`config.mk`:
```
export PLATFORM = sky130hd
export DESIGN_NAME = instr_fetch_unit
export DESIGN_NICKNAME = d
export VERILOG_FILES = /design/src/rtl/instr_fetch_unit.sv
export SDC_FILE = /design/constraint.sdc
export NUM_CORES = 1
export LEC_CHECK = 0
export CAP_MARGIN = 5
export CELL_PAD_IN_SITES_DETAIL_PLACEMENT = 2
export CELL_PAD_IN_SITES_GLOBAL_PLACEMENT = 2
export CORE_MARGIN = 2
export CORE_UTILIZATION = 32
export CTS_BUF_LIST = sky130_fd_sc_hd__clkbuf_4 sky130_fd_sc_hd__clkbuf_8 sky130_fd_sc_hd__clkbuf_16
export DETAILED_ROUTE_END_ITERATION = 10
export GPL_TIMING_DRIVEN = 0
export PLACE_DENSITY = 0.86
export SLEW_MARGIN = 5
export SYNTH_ARGS = -nofsm -noshare
export SYNTH_HDL_FRONTEND = slang
export SYNTH_SLANG_ARGS = --single-unit
```
`constraint.sdc`:
```
create_clock -name clk -period 7.8 [get_ports clk]
set_input_delay 1.17 -clock clk [delete_from_list [all_inputs] [get_ports clk]]
set_output_delay 1.17 -clock clk [all_outputs]
set_load 0.02 [all_outputs]
```
`src/rtl/instr_fetch_unit.sv`:
```
// rtl/instr_fetch_unit.sv - instruction fetch with a 2-entry fetch queue toward decode
// Redirects flush the queue and restart fetch at the word-aligned target.
module instr_fetch_unit #(
    parameter logic [31:0] RESET_PC = 32'h0000_0000
) (
    input  logic        clk,
    input  logic        rst_n,
    output logic [31:0] imem_pc,
    input  logic [31:0] imem_instr,
    input  logic        redirect_valid,
    input  logic [31:0] redirect_pc,
    input  logic        id_ready,
    output logic        id_valid,
    output logic [31:0] id_pc,
    output logic [31:0] id_instr,
    output logic [31:0] id_pc_plus4,
    output logic [1:0]  fq_count
);

    localparam logic [1:0] EMPTY = 2'd0;
    localparam logic [1:0] FULL  = 2'd2;

    logic [31:0] fetch_pc;
    logic [31:0] q_pc    [2];
    logic [31:0] q_instr [2];
    logic        rd_ptr;
    logic        wr_ptr;
    logic [1:0]  count;
    logic        pop;
    logic        push;

    assign pop  = (count != EMPTY) && id_ready;
    assign push = !redirect_valid && ((count != FULL) || pop);

    always_ff @(posedge clk) begin
        if (!rst_n) begin
            fetch_pc <= RESET_PC & 32'hFFFF_FFFC;
            count    <= EMPTY;
            rd_ptr   <= 1'b0;
            wr_ptr   <= 1'b0;
            // Storage is cleared so the don't-care head outputs stay X-free.
            for (int i = 0; i < 2; i++) begin
                q_pc[i]    <= 32'h0;
                q_instr[i] <= 32'h0;
            end
        end else if (redirect_valid) begin
            fetch_pc <= redirect_pc & 32'hFFFF_FFFC;
            count    <= EMPTY;
            rd_ptr   <= 1'b0;
            wr_ptr   <= 1'b0;
        end else begin
            if (push) begin
                q_pc[wr_ptr]    <= fetch_pc;
                q_instr[wr_ptr] <= imem_instr;
                wr_ptr          <= ~wr_ptr;
                fetch_pc        <= fetch_pc + 32'd4;
            end
            if (pop) begin
                rd_ptr <= ~rd_ptr;
            end
            count <= count + {1'b0, push} - {1'b0, pop};
        end
    end

    assign imem_pc     = fetch_pc;
    assign id_valid    = (count != EMPTY);
    assign id_pc       = q_pc[rd_ptr];
    assign id_instr    = q_instr[rd_ptr];
    assign id_pc_plus4 = q_pc[rd_ptr] + 32'd4;
    assign fq_count    = count;

endmodule

```
==> key figures <==
Outcome
  • Status: complete, no violations

Worst hold path
  • Hold/Removal Path Class: reg2reg
  • Hold Path Stages: 2
  • Hold Path Origin: rd_ptr

Worst setup path
  • Critical path's largest stage delay: 0.66 ns
  • Crit path cell chain: buf_2 > buf_2 > buf_2 > buf_1 > buf_2 > mux2i_1 > inv_1 > ha_1 > nand4b_1 > a22oi_1 > nand4_1 > nor2_1 > xor2_1 > clkdlybuf4s50_1
  • Peak fanout along the critical path: 10
  • Crit. End Element: primary output
  • Arr. time, crit path: 5.28 ns
  • R2r startpoint: fq_count[1]
  • CP top delay family: buffers and inverters
  • Sum of buffers and inverters on the critical path: 7
  • CP required: 6.63 ns
  • Worst setup SP type: flop
  • Instance count on the critical path: 14
  • Crit path top cell by count: buf_2
  • Worst reg-to-reg path cell count: 5
  • Slowest stage cell on the critical path: clkdlybuf4s50_1
  • Crit Path Class: reg2out

Drt
  • First drt pass iteration count: 6
  • Initial drt markers: 251
  • DRT Wirelength: 25.4 mm
  • Residual DRC count: 0
  • Avg WL per Cell: 20.7 um
  • Vias/cell: 4.84
  • Final antenna-violating net count: 0
  • Via Count: 5949

STA
  • Worst rel slew slack: 34.5%
  • Tightest Pin Transition: 0.979 ns
  • Final setup TNS: 0 ns
  • Fmax: 0.155 GHz
  • Fin. max-slew vios: 0
  • Final worst-path cycle share: 82.7%
  • RSZ-0062 raised after global routing: no
  • Fin. Hold Viols: 0
  • Final min period: 6.45 ns
  • Final setup viols: 0
  • Clk_skew: 0.0124 ns
  • Final worst slack: 1.35 ns

Finish
  • Antenna Diode Count: 0
  • Area Overhead vs Synth: 38.4%
  • Nets: 964
  • Share of layout cells above drive strength 1: 13.1%
  • Fill cell total of the finished layout: 2485
  • Post-Route Utilization: 44.9%

Synth
  • Ys async rst share: 0%
  • Synthesized area: 7870 um^2
  • Yosys cell types: 52
  • Post-synth top cells: and2_1 (128), edfxtp_1 (124), mux2_2 (54)
  • YS warnings: 0
  • Post-synthesis register bit count: 159
  • Number of synthesized flops with an enable pin: 124
  • Area leader, netlist: edfxtp_1
  • Leading cell types by total area after synthesis: edfxtp_1 (47%), and2_1 (10%), dfxtp_1 (8.9%)
  • Count leader, synth: and2_1
  • Post-synth top area share: 47.3%
  • Syn avg cell area: 11.7 um^2
  • Most used DFF post-synth: edfxtp_1
  • Sequential share of the synthesized area: 56.2%
  • Post-Synthesis Cells: 674

Job
  • Max-cap violations: 0

Power and ir drop
  • Leak pwr: 3.99 nW
  • PD cells: 201 nW/um^2
  • Peak supply drop: 0.178 mV
  • Total chip power: 2.19 mW

Die
  • Rows: 57
  • Initial Util: 32.5%
  • Core Footprint: 24200 um^2
  • Die Wd: 161 um
  • Die Ht: 161 um
  • Ports: 199
  • Overall die area: 25900 um^2

Placed design
  • Dpl ws: 1.68 ns
  • Gp weighted congestion: 0.793
  • IO Port Bufs: 189
  • DP Wirelength: 19.3 mm

CTS
  • H-tree Lvls: 4
  • CTS Buf Count: 17
  • CTS tree: built
  • CTS resizes: 0
  • Number of setup buffers added after CTS: 0
  • Clk_lat worst skew: 0.43 ns
  • CTS root buffer: clkbuf_16
  • CTS clock-pin slew for the worst setup and hold paths: 0.06 ns
  • Clock sinks: 159
  • CTS Hold Bufs: 0
  • CTS Buffer Depth: 2

GRT
  • Initial antenna violation count: 0
  • Pin count of the biggest net entering global routing: 35
  • Total grt overflow: 0
  • GR Util All Layers: 19.8%
  • Vias in the first global route: 6694
  • Global-route wire length before repair: 39.3 mm
worst reg2reg max path: stages, from the launching register on:
cell	delay [ns]
dfxtp_1	0.36
nor3b_1	0.21
clkbuf_1	0.30
nor3b_2	0.89
nand2b_4	0.59
buf_12	0.31
placed cells by master (no fill, tap or decap), types with 3 or more instances in the layout:
| cell | n |
|---|---|
| clkdlybuf4s50_1 | 189 |
| and2_1 | 128 |
| edfxtp_1 | 124 |
| mux2_2 | 54 |
| nand2_1 | 35 |
| dfxtp_1 | 35 |
| xnor2_1 | 33 |
| o21ai_0 | 29 |
| nand3_1 | 28 |
| a21oi_1 | 24 |
| xor2_1 | 24 |
| clkbuf_1 | 24 |
| nor2_1 | 19 |
| clkbuf_16 | 19 |
| nand4_1 | 16 |
| inv_1 | 9 |
| nor4_1 | 8 |
| buf_2 | 7 |
| mux2i_1 | 6 |
| nand4b_1 | 6 |
| nor3_1 | 6 |
| buf_4 | 6 |
| conb_1 | 6 |
| nand3b_1 | 4 |
| ha_1 | 4 |
| clkbuf_4 | 4 |
| buf_1 | 3 |
| and4_1 | 3 |
registers in the layout (all words and copies together), names as in the netlist, named ones only:
name,flops
wr_ptr,1
q_pc,60
imem_pc,30
fq_count,2
rd_ptr,1
q_instr,64
final timing paths:
path	to	slack, ns
worst max-delay path	id_pc_plus4[22]	1.35
worst min-delay path	flop	0.57
worst max register to register	q_instr[1][12]	4.80
worst min register to register	flop	0.57
per-layer routing:
layer  track usage (%)  up-vias  routed length, um
li1                  -     2820                  -
met1              25.0     2959              11200
met2              35.3      149              13000
met3              3.02       21                839
met4              5.56        0                329
met5                 0        -                  0
power breakdown:
part	switching, mW	internal, mW
combinational	0.189	0.177
sequential	0.0423	0.968
clock	0.344	0.468
total	0.576	1.61
through the flow:
stage               hold WS, ns  cells  cell area [um^2]
CTS                       0.563   1229             10900
detailed placement        0.521   1197             10300
finish                    0.565   1229             10900
floorplan                 0.481    679              7890
global route              0.612   1229             10900
global placement          0.498   1192             10200
cell type report:
cell class | count | area, um^2 | area share [%]
flip-flops and latches | 159 | 4420 | 40.6
well taps | 324 | 405 | 3.72
plain buffers | 42 | 204 | 1.87
repair buffers | 194 | 2000 | 18.3
clock buffers | 24 | 519 | 4.76
multi-input cells | 469 | 3260 | 29.9
clock inverters | 8 | 51.3 | 0.471
inverters | 9 | 33.8 | 0.310
logic make-up (layout without fill, tap and decap cells):
logic type / Yosys count / in the layout / share of synthesized area, %
compound gates: 70 / 70 / 5.21
simple gates: 272 / 272 / 20.1
buf+inv: 51 / 277 / 3.02
flops: 159 / 159 / 56.2
mux: 60 / 60 / 8.49
fa+ha+maj: 4 / 4 / 0.636
other cells: 1 / 6 / 0.0476
xor+xnor: 57 / 57 / 6.34
Power figures use the tool's default switching activity.
